===== config.mk =====
export PLATFORM = sky130hd
export DESIGN_NAME = regfile_ctrl
export DESIGN_NICKNAME = d
export VERILOG_FILES = /design/src/rtl/regfile_pkg.sv /design/src/rtl/regfile_ctrl.sv
export SDC_FILE = /design/constraint.sdc
export NUM_CORES = 1
export LEC_CHECK = 0
export ABC_AREA = 1
export BUFFER_PORTS_ARGS = -buffer_cell sky130_fd_sc_hd__buf_4
export CAP_MARGIN = 10
export CORE_UTILIZATION = 50
export DETAILED_ROUTE_END_ITERATION = 10
export PLACE_DENSITY = 0.88
export SLEW_MARGIN = 20
export SYNTH_ARGS = -nofsm -noshare
export SYNTH_HDL_FRONTEND = slang
export SYNTH_SLANG_ARGS = --single-unit

===== constraint.sdc =====
create_clock -name CLKb -period 3.25 [get_ports CLKb]
set_input_delay 0.1625 -clock CLKb [delete_from_list [all_inputs] [get_ports CLKb]]
set_output_delay 0.1625 -clock CLKb [all_outputs]
set_load 0.1 [all_outputs]

===== src/rtl/regfile_pkg.sv =====
// Shared types and sizes for the register-file sequencer.
`timescale 1ns/1ps
package regfile_pkg;
   localparam int NREG = 8;
   localparam int DW   = 10;
   localparam int AW   = $clog2(NREG);

   typedef enum logic [1:0] {OP_LOAD, OP_MOV, OP_ALU, OP_DISP} opc_e;
   typedef enum logic [1:0] {FN_ADD, FN_SUB, FN_AND, FN_XOR}   alu_fn_e;
   typedef enum logic [1:0] {DSEL_DIN, DSEL_Q1, DSEL_G}        dsel_e;
   typedef enum logic [1:0] {S_IDLE, S_READ, S_EXEC, S_WRITE}  state_e;
endpackage


===== src/rtl/regfile_ctrl.sv =====
// Multi-cycle sequencer driving the 8x10 register file and ALU from one instruction at a time.
// Optional retire counter output when REGCTL_RETIRE_CNT_EN is defined.
//
// state   | meaning
// S_IDLE  | ready for a new instruction
// S_READ  | read ports addressed (MOV/ALU operands, DISP output)
// S_EXEC  | ALU captures operands and result
// S_WRITE | register-file write, instruction retires
`timescale 1ns/1ps
module regfile_ctrl
   import regfile_pkg::*;
(
   input  logic          CLKb,
   input  logic          RSTb,
   input  logic [DW-1:0] instr,
   input  logic          instr_vld,
   output logic          instr_rdy,
   output logic [AW-1:0] WRA,
   output logic [AW-1:0] RDA0,
   output logic [AW-1:0] RDA1,
   output logic          ENW,
   output logic          ENR0,
   output logic [1:0]    alu_op,
   output logic          alu_ld,
   output logic [1:0]    d_sel,
`ifdef REGCTL_RETIRE_CNT_EN
   output logic [15:0]   retire_cnt,
`endif
   output logic          done
);

   state_e        state, state_nxt;
   logic [DW-1:0] ir;
   opc_e          ir_opc;
   logic [AW-1:0] ir_rx, ir_ry;
   alu_fn_e       ir_fn;

   assign ir_opc = opc_e'(ir[9:8]);
   assign ir_rx  = ir[7:5];
   assign ir_ry  = ir[4:2];
   assign ir_fn  = alu_fn_e'(ir[1:0]);

   always_ff @(posedge CLKb or negedge RSTb) begin
      if (!RSTb) begin
         state <= S_IDLE;
         ir    <= '0;
      end else begin
         state <= state_nxt;
         if (state == S_IDLE && instr_vld)
            ir <= instr;
      end
   end

   always_comb begin
      state_nxt = state;
      case (state)
         S_IDLE: begin
            if (instr_vld)
               state_nxt = (opc_e'(instr[9:8]) == OP_LOAD) ? S_WRITE : S_READ;
         end
         S_READ: begin
            case (ir_opc)
               OP_ALU:  state_nxt = S_EXEC;
               OP_MOV:  state_nxt = S_WRITE;
               default: state_nxt = S_IDLE;
            endcase
         end
         S_EXEC:  state_nxt = S_WRITE;
         S_WRITE: state_nxt = S_IDLE;
         default: state_nxt = S_IDLE;
      endcase
   end

   // Outputs decode only the state and IR, so nothing combinational reaches them from instr.
   always_comb begin
      instr_rdy = 1'b0;
      WRA       = '0;
      RDA0      = '0;
      RDA1      = '0;
      ENW       = 1'b0;
      ENR0      = 1'b0;
      alu_op    = 2'd0;
      alu_ld    = 1'b0;
      d_sel     = DSEL_DIN;
      done      = 1'b0;
      case (state)
         S_IDLE: instr_rdy = 1'b1;
         S_READ: begin
            case (ir_opc)
               OP_MOV: RDA1 = ir_ry;
               OP_ALU: begin
                  ENR0 = 1'b1;
                  RDA0 = ir_rx;
                  RDA1 = ir_ry;
               end
               OP_DISP: begin
                  ENR0 = 1'b1;
                  RDA0 = ir_rx;
                  done = 1'b1;
               end
               default: ;
            endcase
         end
         S_EXEC: begin
            // Q0 stays driven so the ALU sees both operands while it loads.
            ENR0   = 1'b1;
            RDA0   = ir_rx;
            RDA1   = ir_ry;
            alu_ld = 1'b1;
            alu_op = ir_fn;
         end
         S_WRITE: begin
            ENW  = 1'b1;
            WRA  = ir_rx;
            done = 1'b1;
            case (ir_opc)
               OP_MOV: begin
                  RDA1  = ir_ry;
                  d_sel = DSEL_Q1;
               end
               OP_ALU:  d_sel = DSEL_G;
               default: d_sel = DSEL_DIN;
            endcase
         end
         default: ;
      endcase
   end

`ifdef REGCTL_RETIRE_CNT_EN
   always_ff @(posedge CLKb or negedge RSTb) begin
      if (!RSTb)
         retire_cnt <= '0;
      else if (done)
         retire_cnt <= retire_cnt + 16'd1;
   end
`endif

endmodule


==> flow_summary.toml, run 1 <==
[clock_network]
cts_root_buf = "clkbuf_4"
cts_setup_buffers = 0
cts.clk_slew.worst_paths_ns = 0.08
cts_buffer_depth = 2
cts_sinks = 12
cts-htree-levels = 1
cts_buffers = 3
insertion_delay_ns = 0.28
cts_tree = "built"

[critical_path]
worstPathArrival_ns = 1.82
crit_path_max_fanout = 7
cp_cell_sequence = "ha_1 > nand2_1 > nand3_1 > nand2_1 > nor2_1 > buf_4"
crit_top_cell = "nand2_1"
max_stage_delay_ns = 0.41
crit_required_ns = 3.09
cp-end-kind = "output pin"
startpoint_type = "flip-flop"
crit_type = "flip-flop to output pin"
cp_slowest_cell = "dfrtp_1"

[drt]
wl_mm = 1.77
vias = 754
avgViaCountPerCell = 4.96
dr.first_iter.drc_count = 18
ant_nets = 0
first_pass_iters = 4
wl_per_cell_um = 11.7
drc = 0

[place]
place_hpwl_mm = 1.41
port_buffers = 30
place_congestion = 0.816

[sta]
setup_violations = 0
slew_headroom_pct = 77.0
finalSetupTns_ns = 0
tightest_slew_ns = 0.344
slew_violations = 0
finClkSkew_ns = 0.00231
hold_viol_final = 0
rsz0062_at_grt = "no"
min_period_ns = 1.98
clock.fmax_mhz = 505
layout_worst_path_cycle_share_pct = 60.9

[global_route]
grt_max_degree = 16
grt_usage_pct = 25.1
top_usage_layer = "met2"
grt_pass1_vias = 624
grt_use_met2_pct = 43.4
grt_pass1_wl_mm = 2.69
grt_overflow = 0
antenna_found_initial = 0
met3_usage_pct = 3.26
grtUsageMet1_pct = 30.4

[yosys]
synth_cell_types = 12
synthCells = 103
avgSynthCellArea_um2 = 7.48
ys_seq_area_share_pct = 39.0
yosys_register_bits = 12
yosysWarnings = 0
syn-cell-area_um2 = 771
synth_nets = 125

[finish]
drive_gt1_share_pct = 29.2
nets = 160
num_antenna_cells = 0
area.growth.synth_to_final_pct = 36.2

[floorplanning]
num_io_pins = 31
coreArea_um2 = 1370
die_x_um = 41.3
dieArea_um2 = 1700
fp.dieH_um = 41.3
initial_core_util_pct = 56.4
rows = 13

[job]
cap_violations = 0

[hold_path]
hp-class = "input pin to flip-flop"

[status]
status = "finished, final reports clean"
[cell usage in the layout, fill, tap and decap left out, drive strengths merged]
cell type    count
a21oi            8
buf             30
clkbuf           4
dfrtp           12
dlygate4sd3      1
ha               9
inv             21
nand2           29
nand3            7
nor2            14
o21ai            2
[timing repair]
action                                 CTS  global route
endpoints found under the hold margin   12             0
gates resized for setup                  0             0
hold buffers                             1             0
[metal layers]
layer | routed length (um) | part of all wire, % | vias to the layer above
met1 | 749 | 42 | 349
met5 | 0 | 0 | -
met4 | 35 | 2.0 | 0
met3 | 79 | 4.5 | 5
li1 | - | - | 378
met2 | 908 | 51 | 22
[cell type report]
| class | count | area [um^2] |
|---|---|---|
| Inverter | 21 | 78.8 |
| Clock buffer | 4 | 36.3 |
| Sequential cell | 12 | 300 |
| Tap cell | 15 | 18.8 |
| Multi-Input combinational cell | 69 | 380 |
| Fill cell | 93 | 317 |
| Timing Repair Buffer | 31 | 235 |
[logic make-up after synthesis]
logic type,after synthesis,share of synthesized area (%)
DFF,12,39.0
adders and majority gates,9,14.6
and+or+nand+nor,50,25.8
buffers and inverters,22,11.7
AOI/OAI and AO/OA,10,8.93
[path summary, 6_finish.rpt]
path | start | endpoint | slack [ns] | depth (start not counted)
worst max-delay path | state[0] | RDA1[0] | 1.27 | 6
worst min-delay path | instr[3] | ir[3] | 0.11 | 3
worst max register to register | state[0] | ir[8] | 1.64 | 5
worst min register to register | ir[0] | ir[0] | 0.48 | 2
max in group asynchronous | RSTb | ir[0] | 2.84 | 2
min in group asynchronous | RSTb | ir[7] | 0.25 | 2
[metrics by stage]
step / setup WS (ns) / cell area, um^2 / instances / hold slack, ns / util (%)
6_report: 1.27 / 1050 / 152 / 0.111 / 76.8
5_1_grt: 1.14 / 1050 / 152 / 0.121 / 76.8
4_1_cts: 1.28 / 1050 / 152 / 0.112 / 76.8
3_5_place_dp: 1.60 / 1000 / 147 / 0.00742 / 73.4
3_3_place_gp: 1.66 / 1000 / 147 / 0.00638 / 73.4
2_1_floorplan: 0.105 / 771 / 103 / -0.133 / -
[registers in the layout (all words and copies together), names as in the netlist]
name / count
ir: 10
state: 2
[critical path: cells and delay by family, from the launching register on]
| kind | cells | cell delay, ns |
|---|---|---|
| fa+ha+maj | 1 | 0.34 |
| flops | 1 | 0.41 |
| buf+inv | 1 | 0.30 |
| simple gates | 4 | 0.48 |
[synthesized netlist by cell type]
master	count	area, um^2
nand2_1	28	105
inv_1	21	78.8
nor2_1	14	52.6
dfrtp_1	12	300
ha_1	9	113
nand3_1	7	35.0
a21oi_2	5	43.8
a21oi_1	3	15.0
buf_6	1	11.3
nand2_2	1	6.26
o21ai_0	1	5.00
o21ai_1	1	5.00
Power of run 1 is not shown: default switching activity piles up to over one toggle a cycle in this logic, so the estimate is an artifact.
==> run 2, diff against run 1 <==
--- a/config.mk
+++ b/config.mk
@@ -8,9 +8,9 @@
 export ABC_AREA = 1
 export BUFFER_PORTS_ARGS = -buffer_cell sky130_fd_sc_hd__buf_4
 export CAP_MARGIN = 10
-export CORE_UTILIZATION = 50
+export CORE_UTILIZATION = 42
 export DETAILED_ROUTE_END_ITERATION = 10
-export PLACE_DENSITY = 0.88
+export PLACE_DENSITY = 0.8
 export SLEW_MARGIN = 20
 export SYNTH_ARGS = -nofsm -noshare
 export SYNTH_HDL_FRONTEND = slang
==> constraint.sdc (replaced) <==
create_clock -name CLKb -period 1.8 [get_ports CLKb]
set_input_delay 0.09 -clock CLKb [delete_from_list [all_inputs] [get_ports CLKb]]
set_output_delay 0.09 -clock CLKb [all_outputs]
set_load 0.1 [all_outputs]
==> flow_summary.toml, run 2 (same netlist as run 1, synthesis figures left out) <==
[drt]
first_pass_iters = 4
wl_mm = 1.79
wl_per_cell_um = 10.9
vias = 722
ant_nets = 0
dr.first_iter.drc_count = 21
avgViaCountPerCell = 4.40
drc = 0

[finish]
num_antenna_cells = 0
final_cell_mix = "nand2_1, buf_4, inv_1"
nets = 163
final_area_um2 = 1250
largest_reg_flops = 10
drive_gt1_share_pct = 45.3
area.growth.synth_to_final_pct = 61.7
reg_top3 = "ir: 10 flops, state: 2 flops"
regMostFlops = "ir"
final_util_pct = 72.2
final_common_cell = "nand2_1"

[job]
cap_violations = 0

[critical_path]
crit_required_ns = 1.71
cp_cell_sequence = "buf_12 > ha_4 > inv_2 > nand3_1 > nand2_4 > clkinvlp_4 > buf_6"
crit_path_max_fanout = 4
critical_path.top_delay_family = "buffers and inverters"
cp_slowest_cell = "dfrtp_2"
worstPathArrival_ns = 1.64
startpoint_type = "flip-flop"
crit_type = "flip-flop to output pin"
cp-end-kind = "output pin"
max_stage_delay_ns = 0.44
cp_num_buf_inv = 4
rrSetupSlack_ns = 0.35

[floorplanning]
coreArea_um2 = 1730
fp.dieH_um = 44.8
dieArea_um2 = 2010
num_io_pins = 31
rows = 15
initial_core_util_pct = 44.6
die_x_um = 44.8

[sta]
setup_violations = 0
min_period_ns = 1.73
hold_viol_final = 0
layout_worst_path_cycle_share_pct = 95.8
slew_violations = 0
hold_slack_ns = 0.0587
tightest_slew_ns = 0.395
finClkSkew_ns = 0.00141
slew_headroom_pct = 73.7
clock.fmax_mhz = 580

[place]
port_buffers = 30
place_area_um2 = 1100
place_congestion = 0.838
place_hpwl_mm = 1.38

[global_route]
top_usage_layer = "met2"
grtUsageMet1_pct = 24.7
grt_pass1_vias = 689
met3_usage_pct = 2.80
grt_pass1_wl_mm = 2.89
grt_usage_pct = 20.0
grt_max_degree = 16
grt_overflow = 0
grt_use_met2_pct = 35.3
antenna_found_initial = 0

[clock_network]
cts_buffer_depth = 2
insertion_delay_ns = 0.26
cts.clk_slew.worst_paths_ns = 0.07
cts_tree = "built"
cts_sinks = 12
cts_root_buf = "clkbuf_4"
cts-htree-levels = 1
cts_buffers = 3

[hold_path]
hp-class = "input pin to flip-flop"

[status]
status = "finished, final reports clean"
## run 2: layout make-up
cell class | instances | area, um^2
Sequential cell | 12 | 303
Fill cell | 142 | 480
Tap cell | 25 | 31.3
Inverter | 21 | 82.6
Clock buffer | 3 | 22.5
Multi-Input combinational cell | 69 | 473
Timing Repair Buffer | 34 | 334
## run 2: timing repair
action / 4_1_cts / 5_1_grt
setup endpoints to repair: 7 / 7
setup buffers: 0 / 3
hold buffers: 1 / 0
gates resized for setup: 14 / 10
hold endpoints to repair: 12 / 0
## run 2: final timing paths
path,startpoint,to,cells past startpoint
max in group asynchronous,RSTb,state[0],2
worst min-delay path,instr[6],ir[6],3
worst max-delay path,state[1],ENR0,7
min in group asynchronous,RSTb,ir[8],2
worst max register to register,state[0],ir[5],5
worst min register to register,ir[1],ir[1],2
## run 2: worst min-delay path, cell delays in order
cell	delay, ns
buf_4	0.07
nor2_1	0.04
a21oi_2	0.08
## run 2: stage by stage
| stage | std cells | TNS, ns | worst slack (ns) |
|---|---|---|---|
| finish | 164 | 0 | 0.0750 |
| detailed placement | 157 | 0 | 0.181 |
| global placement | 157 | 0 | 0.245 |
| CTS | 161 | 0 | 0.00868 |
| global route | 164 | -0.0411 | -0.0211 |
| floorplan | 103 | 0 | 0.0236 |
## run 2: metal layers
layer | share of wire [%] | up-vias
met2 | 52 | 18
met5 | 0 | -
met3 | 3.7 | 2
met4 | 0.50 | 0
li1 | - | 381
met1 | 44 | 321
Power of run 2 is left out for the same reason.
